**src/rtl/i2s_pkg.sv**
```systemverilog
// Shared types for the I2S transmitter: FSM states, default slot width and
// the stereo frame layout (left in the upper half, transmitted first).
package i2s_pkg;

    localparam int DEFAULT_SAMPLE_WIDTH = 32;

    typedef enum logic [1:0] {
        IDLE,
        RUN,
        DRAIN
    } state_t;

    typedef struct packed {
        logic [DEFAULT_SAMPLE_WIDTH-1:0] left;
        logic [DEFAULT_SAMPLE_WIDTH-1:0] right;
    } frame_t;

endpackage

```
**src/rtl/i2s_sck_divider.sv**
```systemverilog
// Serial bit clock generator: toggles sck_clk every SCK_DIV sys_clk cycles
// while run is high and parks it low otherwise.
module i2s_sck_divider #(
    parameter int SCK_DIV = 4
) (
    input  logic sys_clk,
    input  logic reset_n,
    input  logic run,
    output logic sck_clk,
    output logic rise_stb,
    output logic fall_stb
);

    localparam int CW = (SCK_DIV > 1) ? $clog2(SCK_DIV) : 1;

    logic [CW-1:0] div_cnt;
    logic          wrap;

    // Strobes flag the cycle whose closing edge toggles sck, so a consumer can
    // update its own registers on exactly that edge.
    assign wrap     = run && (div_cnt == CW'(SCK_DIV - 1));
    assign rise_stb = wrap && !sck_clk;
    assign fall_stb = wrap && sck_clk;

    always_ff @(posedge sys_clk or negedge reset_n) begin
        if (!reset_n) begin
            div_cnt <= '0;
            sck_clk <= 1'b0;
        end else if (!run) begin
            div_cnt <= '0;
            sck_clk <= 1'b0;
        end else if (wrap) begin
            div_cnt <= '0;
            sck_clk <= !sck_clk;
        end else begin
            div_cnt <= div_cnt + 1'b1;
        end
    end

endmodule

```
**src/rtl/i2s_transmitter.sv**
```systemverilog
// Left-justified I2S transmitter with a one-frame pending buffer in front of
// the shifter; missing frames are sent as zeros and flagged as underrun.
module i2s_transmitter
    import i2s_pkg::*;
#(
    parameter int SAMPLE_WIDTH = DEFAULT_SAMPLE_WIDTH,
    parameter int SCK_DIV      = 4
) (
    input  logic                    sys_clk,
    input  logic                    reset_n,
    input  logic                    enable,
    input  logic [SAMPLE_WIDTH-1:0] left_in,
    input  logic [SAMPLE_WIDTH-1:0] right_in,
    input  logic                    in_valid,
    output logic                    in_ready,
    output logic                    sck_clk,
    output logic                    ws,
    output logic                    sd,
    output logic                    frame_start,
    output logic                    underrun
);

    localparam int FW = 2 * SAMPLE_WIDTH;
    localparam int BW = $clog2(FW);

    state_t        state, state_next;
    logic          load, frame_end, transfer, run;
    logic          fall_stb, rise_unused;
    logic [FW-1:0] pending, shifter;
    logic          pending_full;
    logic [BW-1:0] bit_cnt;

    assign run       = (state != IDLE);
    assign transfer  = in_valid && in_ready;
    assign frame_end = fall_stb && (bit_cnt == BW'(FW - 1));

    // Only the falling edge matters here; the receiver samples on the rise.
    i2s_sck_divider #(.SCK_DIV(SCK_DIV)) u_div (
        .sys_clk (sys_clk),
        .reset_n (reset_n),
        .run     (run),
        .sck_clk (sck_clk),
        .rise_stb(rise_unused),
        .fall_stb(fall_stb)
    );

    always_ff @(posedge sys_clk or negedge reset_n) begin
        if (!reset_n) state <= IDLE;
        else          state <= state_next;
    end

    always_comb begin
        state_next = state;
        load       = 1'b0;
        unique case (state)
            IDLE: begin
                if (enable) begin
                    load       = 1'b1;
                    state_next = RUN;
                end
            end
            RUN, DRAIN: begin
                if (frame_end) begin
                    load       = enable;
                    state_next = enable ? RUN : IDLE;
                end else begin
                    state_next = enable ? RUN : DRAIN;
                end
            end
            default: state_next = IDLE;
        endcase
    end

    // A load in the same cycle as a handshake uses the old pending contents;
    // the new frame lands in pending for the following load.
    always_ff @(posedge sys_clk or negedge reset_n) begin
        if (!reset_n) begin
            pending      <= '0;
            pending_full <= 1'b0;
            in_ready     <= 1'b1;
            shifter      <= '0;
            bit_cnt      <= '0;
            ws           <= 1'b1;
            sd           <= 1'b0;
            frame_start  <= 1'b0;
            underrun     <= 1'b0;
        end else begin
            frame_start <= load;
            underrun    <= load && !pending_full;

            if (transfer) begin
                pending      <= {left_in, right_in};
                pending_full <= 1'b1;
                in_ready     <= 1'b0;
            end else if (load && pending_full) begin
                pending_full <= 1'b0;
                in_ready     <= 1'b1;
            end

            // Left MSB goes out together with the ws drop; no I2S one-bit delay.
            if (load) begin
                shifter <= pending_full ? pending : '0;
                sd      <= pending_full && pending[FW-1];
                ws      <= 1'b0;
                bit_cnt <= '0;
            end else if (frame_end) begin
                ws      <= 1'b1;
                sd      <= 1'b0;
                bit_cnt <= '0;
            end else if (fall_stb) begin
                shifter <= {shifter[FW-2:0], 1'b0};
                sd      <= shifter[FW-2];
                bit_cnt <= bit_cnt + 1'b1;
                if (bit_cnt == BW'(SAMPLE_WIDTH - 1)) ws <= 1'b1;
            end
        end
    end

endmodule

```
**config.mk**
```make
export PLATFORM = sky130hd
export DESIGN_NAME = i2s_transmitter
export DESIGN_NICKNAME = d
export VERILOG_FILES = /design/src/rtl/i2s_pkg.sv /design/src/rtl/i2s_sck_divider.sv /design/src/rtl/i2s_transmitter.sv
export SDC_FILE = /design/constraint.sdc
export NUM_CORES = 1
export LEC_CHECK = 0
export ABC_AREA = 0
export CAP_MARGIN = 20
export CORE_UTILIZATION = 40
export CTS_CLUSTER_DIAMETER = 30
export DETAILED_ROUTE_END_ITERATION = 8
export GPL_TIMING_DRIVEN = 0
export PLACE_DENSITY = 0.64
export SLEW_MARGIN = 10
export SYNTH_ARGS = -nofsm -noshare
export SYNTH_HDL_FRONTEND = slang
export SYNTH_HIERARCHICAL = 1
export SYNTH_SLANG_ARGS = --single-unit
```
**constraint.sdc**
```tcl
create_clock -name sys_clk -period 2.41 [get_ports sys_clk]
set_input_delay 0.3615 -clock sys_clk [delete_from_list [all_inputs] [get_ports sys_clk]]
set_output_delay 0.3615 -clock sys_clk [all_outputs]
set_load 0.005 [all_outputs]
```
==> reports/results.tsv, run 1 <==
metric	value	unit
status	complete, no violations	
Num CTS Buffers	17	
total vias in the final route	4096	
worst skew pair latency	420	ps
root cell of the clock tree	clkbuf_16	
gr usage total	0.1691	
Post-Syn Area	6176	µm²
leakage power	3.880	nW
Worst Reg-to-Reg Cells	12	
hpwl dp	8.219	mm
Clock Skew	4.782	ps
max-slew violations	0	
post-route clock period utilization	0.9352	
Final Hold Viols	0	
GR Overflow Total	0	
via density per instance	5.139	
share of cells above drive strength 1	0.2299	
PD cells	1083	nW/µm²
WHS Endpoint	u_div/div_cnt[0]	
core footprint	15150	µm²
synthesis-to-finish area growth	28.16	%
worst setup margin	156.2	ps
number of max-cap violations	0	
CP Class	reg2reg	
reg2reg start	state[0]	
Detailed Routing Iterations Pass 1	4	
Avg WL per Cell	15.48	µm
Fmax	443.7	MHz
fin crit period	2254	ps
initial antenna violation count	0	
most used cell, CP	buf_6	
drt total wl	12.34	mm
crit start category	flip-flop	
CTS sink cnt	144	
Cells after Synth	492	
yosys synthesis warning count	6	
Layout Nets	668	
clock slew at reported path FFs	60	ps
number of I/O pins	74	
CTS tree	built	
CP Cell Sequence	inv_1 > ha_2 > inv_2 > and3_2 > buf_6 > nand3_4 > o41ai_4 > buf_4 > clkbuf_4 > buf_6 > nand3_1 > o21ai_0	
Die Span Y	126.3	µm
diode count	0	
Hold Startpoint	u_div/div_cnt[0]	
clock buffer depth	2	
worst vdd ir	685.4	µV
Slew headroom	0.5505	
htree depth	4	
Total Power	0.008576	W
crit path DAT	2580	ps
Final Setup Violations	0	
DIE AREA	15940	µm²
Mapped Nets	564	
RSZ-0062 raised after global routing	no	
number of global-route vias before repair	4246	
die outline width	126.3	µm
global-route wire length before repair	20.92	mm
row count	45	
Worst Hold Depth	1	
Hold WS	447.6	ps
R2R Setup Slk	160	ps
Remaining DRCs	0	
gpl congestion	0.7444	
Crit path largest cell delay	390	ps
Critical Path RT	2740	ps
largest net degree at the start of global routing	95	
crit end category	flip-flop	
Critical Path Fanout Max	10	
Post-DRT Antenna Nets	0	
critical path's slowest cell	o41ai_4	
IO Port Bufs	73	
Hold/Removal Path Class	reg2reg	
Initial Utilization	0.4078	
Setup Slack @ Placement	-371.0	ps
RR Endpoint	shifter[9]	
syn avg cell area	12.55	µm²
initial detailed-routing violation count	209	
Least-Margin Pin Slew	674.3	ps
[per-layer routing]
metal	global-route usage	part of all wire	routed length [µm]	vias up
li1	-	-	-	1974
met5	0	0	0	-
met3	0.04291	0.038	469	12
met2	0.2795	0.50	6203	67
met4	0.06378	0.013	155	0
met1	0.2138	0.45	5506	2043
[flip-flops by register name (all words and copies together) (netlist names)]
| signal | count |
|---|---|
| u_div/div_cnt | 2 |
| frame_start | 1 |
| ws | 1 |
| pending | 64 |
| pending_full | 1 |
| bit_cnt | 6 |
| underrun | 1 |
| sd | 1 |
| u_div/sck_clk | 1 |
| in_ready | 1 |
| shifter | 63 |
| state | 2 |
[cell type report]
type,count,area [µm²]
Clock inverter,3,17.52
Clock buffer,29,560.5
Multi-Input combinational cell,307,2360
Sequential cell,144,3606
Fill cell,1315,7231
Buffer,35,244.0
Tap cell,188,235.2
Timing Repair Buffer,86,873.3
Inverter,5,18.77
[power breakdown]
part	switching, W	internal (W)
registers	0.000477	0.00330
clock network	0.000941	0.00156
logic	0.00110	0.00120
[critical path, delay by kind of cell (launching register included)]
family                     cells  cell delay (ps)
and+or+nand+nor                3              350
AOI/OAI and AO/OA              2              510
buffers and inverters          6              750
adders and majority gates      1              210
DFF                            1              350
[worst max-delay path by stage]
stage / end / slack (ps) / cells after the start / start
3_5_place_dp: pending_full / -370 / 10 / state[0]
2_1_floorplan: pending_full / 280 / 10 / state[0]
6_report: shifter[9] / 160 / 12 / state[0]
3_3_place_gp: pending[13] / -4550 / 1 / reset_n
4_1_cts: shifter[29] / 30 / 10 / state[0]
5_1_grt: shifter[53] / 30 / 12 / state[0]
[stage by stage]
step	area [µm²]	instances	setup TNS [ps]	util
after global routing	7915	797	0	0.5226
final	7915	797	0	0.5226
after global placement	7142	753	-665540	0.4715
after CTS	7775	788	0	0.5133
after floorplan	6176	492	0	-
after detailed placement	7171	754	-24260	0.4734
[layout by cell type (no fill, tap or decap), drive strengths merged, types with 5 or more instances in the layout]
cell type and instances:
buf 35, nor2 8, clkdlybuf4s50 72, nand3 65, clkbuf 42, inv 5
mux2i 64, mux2 64, o21ai 67, dfrtp 142, nand2 7
[what timing repair did]
action,4_1_cts,5_1_grt
setup endpoints to repair,72,69
hold endpoints to repair,49,0
gates cloned,0,2
hold buffers,1,0
setup buffers,2,7
resized for setup,2,32
pin swaps,1,1
Power figures use the tool's default switching activity.
==> run 2: changes to the inputs <==
Settings changed: ABC_CLOCK_PERIOD_IN_PS set to 2300.
Clock period 2.41 ns to 2.3 ns, I/O delays scaled along.
==> run 2 against run 1 <==
Effect of this change:
- flip-flop and latch count unchanged
- global-route usage is essentially flat
- utilization rose by 0.091 points
- via count grew 0.71%
- non-clock buffer count increased by 1
- wire length rose by 1.2%
- final cell count rose by 0.13%
- sequential power up 5%
- clock-buffer cell count is the same
- combinational power up 7%
- sequential share of layout area shrank 0.079 points
- hold slack lost 9.8 ps
- largest cell class unchanged
==> reports/results.tsv, run 2 (same netlist as run 1, synthesis figures left out) <==
metric	value	unit	change
diode count	0		unchanged
post-route clock period utilization	0.9620		+0.02680
DIE AREA	15940	µm²	unchanged
register ranked first by flip-flop count	pending		
global-route wire length before repair	20.94	mm	+0.10%
dpl cells	754		unchanged
Hold/Removal Path Class	in2async		
max-slew violations	0		unchanged
Final Setup Violations	0		unchanged
Remaining DRCs	0		unchanged
IO Port Bufs	73		unchanged
Clk network pwr share	0.290		-0.002
Total Power	0.009057	W	+5.6%
Slew headroom	0.5524		+0.001916
via density per instance	5.169		+0.58%
Die Span Y	126.3	µm	unchanged
Clock Skew	3.823	ps	-0.9588 ps
Critical Path RT	2600	ps	-140 ps
total vias in the final route	4125		+0.71%
root cell of the clock tree	clkbuf_16		
largest net degree at the start of global routing	95		unchanged
status	complete, no violations		
Final Hold Viols	0		unchanged
worst vdd ir	690.5	µV	+0.74%
Comb power frac	0.273		+0.005
gr usage total	0.1693		+0.0001858
Fmax	452.0	MHz	+1.9%
largest registers	pending: 64 flops, shifter: 63 flops, bit_cnt: 6 flops		
row count	45		unchanged
clock slew at reported path FFs	60	ps	about the same
CTS sink cnt	144		unchanged
worst skew pair latency	420	ps	about the same
number of max-cap violations	0		unchanged
Final Non-Filler Cells	798		+0.13%
number of flip-flops in the largest register	64		unchanged
commonest non-fill, non-tap cells in the layout	dfrtp_1 (142), clkdlybuf4s50_1 (72), nand3_1 (64), mux2_2 (64), mux2i_1 (64)		
crit path DAT	2510	ps	-70 ps
fin util	0.5235		+0.0009090
leakage power	3.882	nW	about the same
RSZ-0062 raised after global routing	yes		
Post-DRT Antenna Nets	0		unchanged
synthesis-to-finish area growth	28.38	%	
Power Internal	0.006379	W	+5.2%
number of I/O pins	74		unchanged
Layout Nets	669		+0.15%
CTS tree	built		
die outline width	126.3	µm	unchanged
Avg WL per Cell	15.64	µm	+1.1%
Sw Share	0.2957		+0.002459
number of global-route vias before repair	4249		+0.071%
NetSw	0.002678	W	+6.5%
initial antenna violation count	0		unchanged
clock buffer depth	2		unchanged
hpwl dp	8.219	mm	unchanged
Initial Utilization	0.4078		unchanged
Critical Path Fanout Max	10		unchanged
core footprint	15150	µm²	unchanged
gpl congestion	0.7444		unchanged
htree depth	4		unchanged
Seq pwr share	0.437		-0.003
Detailed Routing Iterations Pass 1	4		unchanged
drt total wl	12.48	mm	+1.2%
share of cells above drive strength 1	0.2328		+0.002902
PD cells	1142	nW/µm²	+5.4%
crit start category	flip-flop		
crit end category	flip-flop		
initial detailed-routing violation count	228		+9.1%
commonest non-fill, non-tap cell in the layout	dfrtp_1		
GR Overflow Total	0		unchanged
Num CTS Buffers	17		unchanged
Least-Margin Pin Slew	671.4	ps	-2.874 ps
CP Class	reg2reg		
fin crit period	2213	ps	-41.23 ps
run 2: cell count changes in the layout (fill, tap and decap cells not counted), sizes merged:
cell / change
buf: +3
clkbuf: -2
run 2: worst max-delay path, stage by stage (launching register included):
cell and delay, ps:
dfrtp_1 360, inv_2 60, ha_4 170, inv_4 70, and3_4 180, buf_6 120, nand3_4 90, o41ai_4 390
buf_4 180, buf_2 150, buf_2 220, o21ai_1 110
run 2: timing repair:
action	CTS	global route
buffers inserted	3	11
gates cloned	0	1
hold buffers	1	0
setup endpoints to repair	72	69
gates resized for setup	10	27
pin swaps	1	2
endpoints found under the hold margin	49	0
run 2: through the flow:
step | cell area, µm² | setup slack, ps | hold slack [ps] | TNS [ps]
3_5_place_dp | 7171 | -481.0 | 327.0 | -33180
4_1_cts | 7796 | 32.78 | 446.3 | 0
6_report | 7929 | 87.43 | 437.9 | 0
2_1_floorplan | 6176 | 171.1 | 49.41 | 0
5_1_grt | 7929 | -42.46 | 473.5 | -316.3
3_3_place_gp | 7142 | -4645 | 423.5 | -687760
run 2: worst paths after layout:
path | slack, ps | endpoint | cells after the start | startpoint
max in group asynchronous | 1040 | ws | 3 | reset_n
min in group sys_clk | 450 | u_div/div_cnt[0] | 1 | u_div/div_cnt[0]
worst min-delay path | 440 | pending[52] | 2 | reset_n
worst min register to register | 450 | u_div/div_cnt[0] | 1 | u_div/div_cnt[0]
worst max register to register | 90 | shifter[53] | 11 | state[0]
worst max-delay path | 90 | shifter[53] | 11 | state[0]
run 2: layer usage:
metal  share of wire  routed length [µm]  global-route usage
met1            0.45                5645              0.2143
met2            0.50                6225              0.2795
met3           0.036                 446             0.04291
met4           0.013                 166             0.06378
met5               0                   0                   0
run 2: final cells by class:
cell class	count	area, µm²
Clock buffer	29	560.5
Tap cell	188	235.2
Timing Repair Buffer	89	883.3
Inverter	5	21.27
Sequential cell	144	3606
Clock inverter	3	17.52
Buffer	33	231.5
Multi-Input combinational cell	307	2374
Fill cell	1306	7217
run 2: power by group through the flow:
stage / Clock, W / Combinational (W) / Sequential [W]
2_1_floorplan: 0 / 0.00159 / 0.00382
3_3_place_gp: 0 / 0.00211 / 0.00398
3_5_place_dp: 0 / 0.00221 / 0.00401
4_1_cts: 0.00269 / 0.00230 / 0.00397
5_1_grt: 0.00281 / 0.00274 / 0.00408
6_report: 0.00263 / 0.00247 / 0.00396
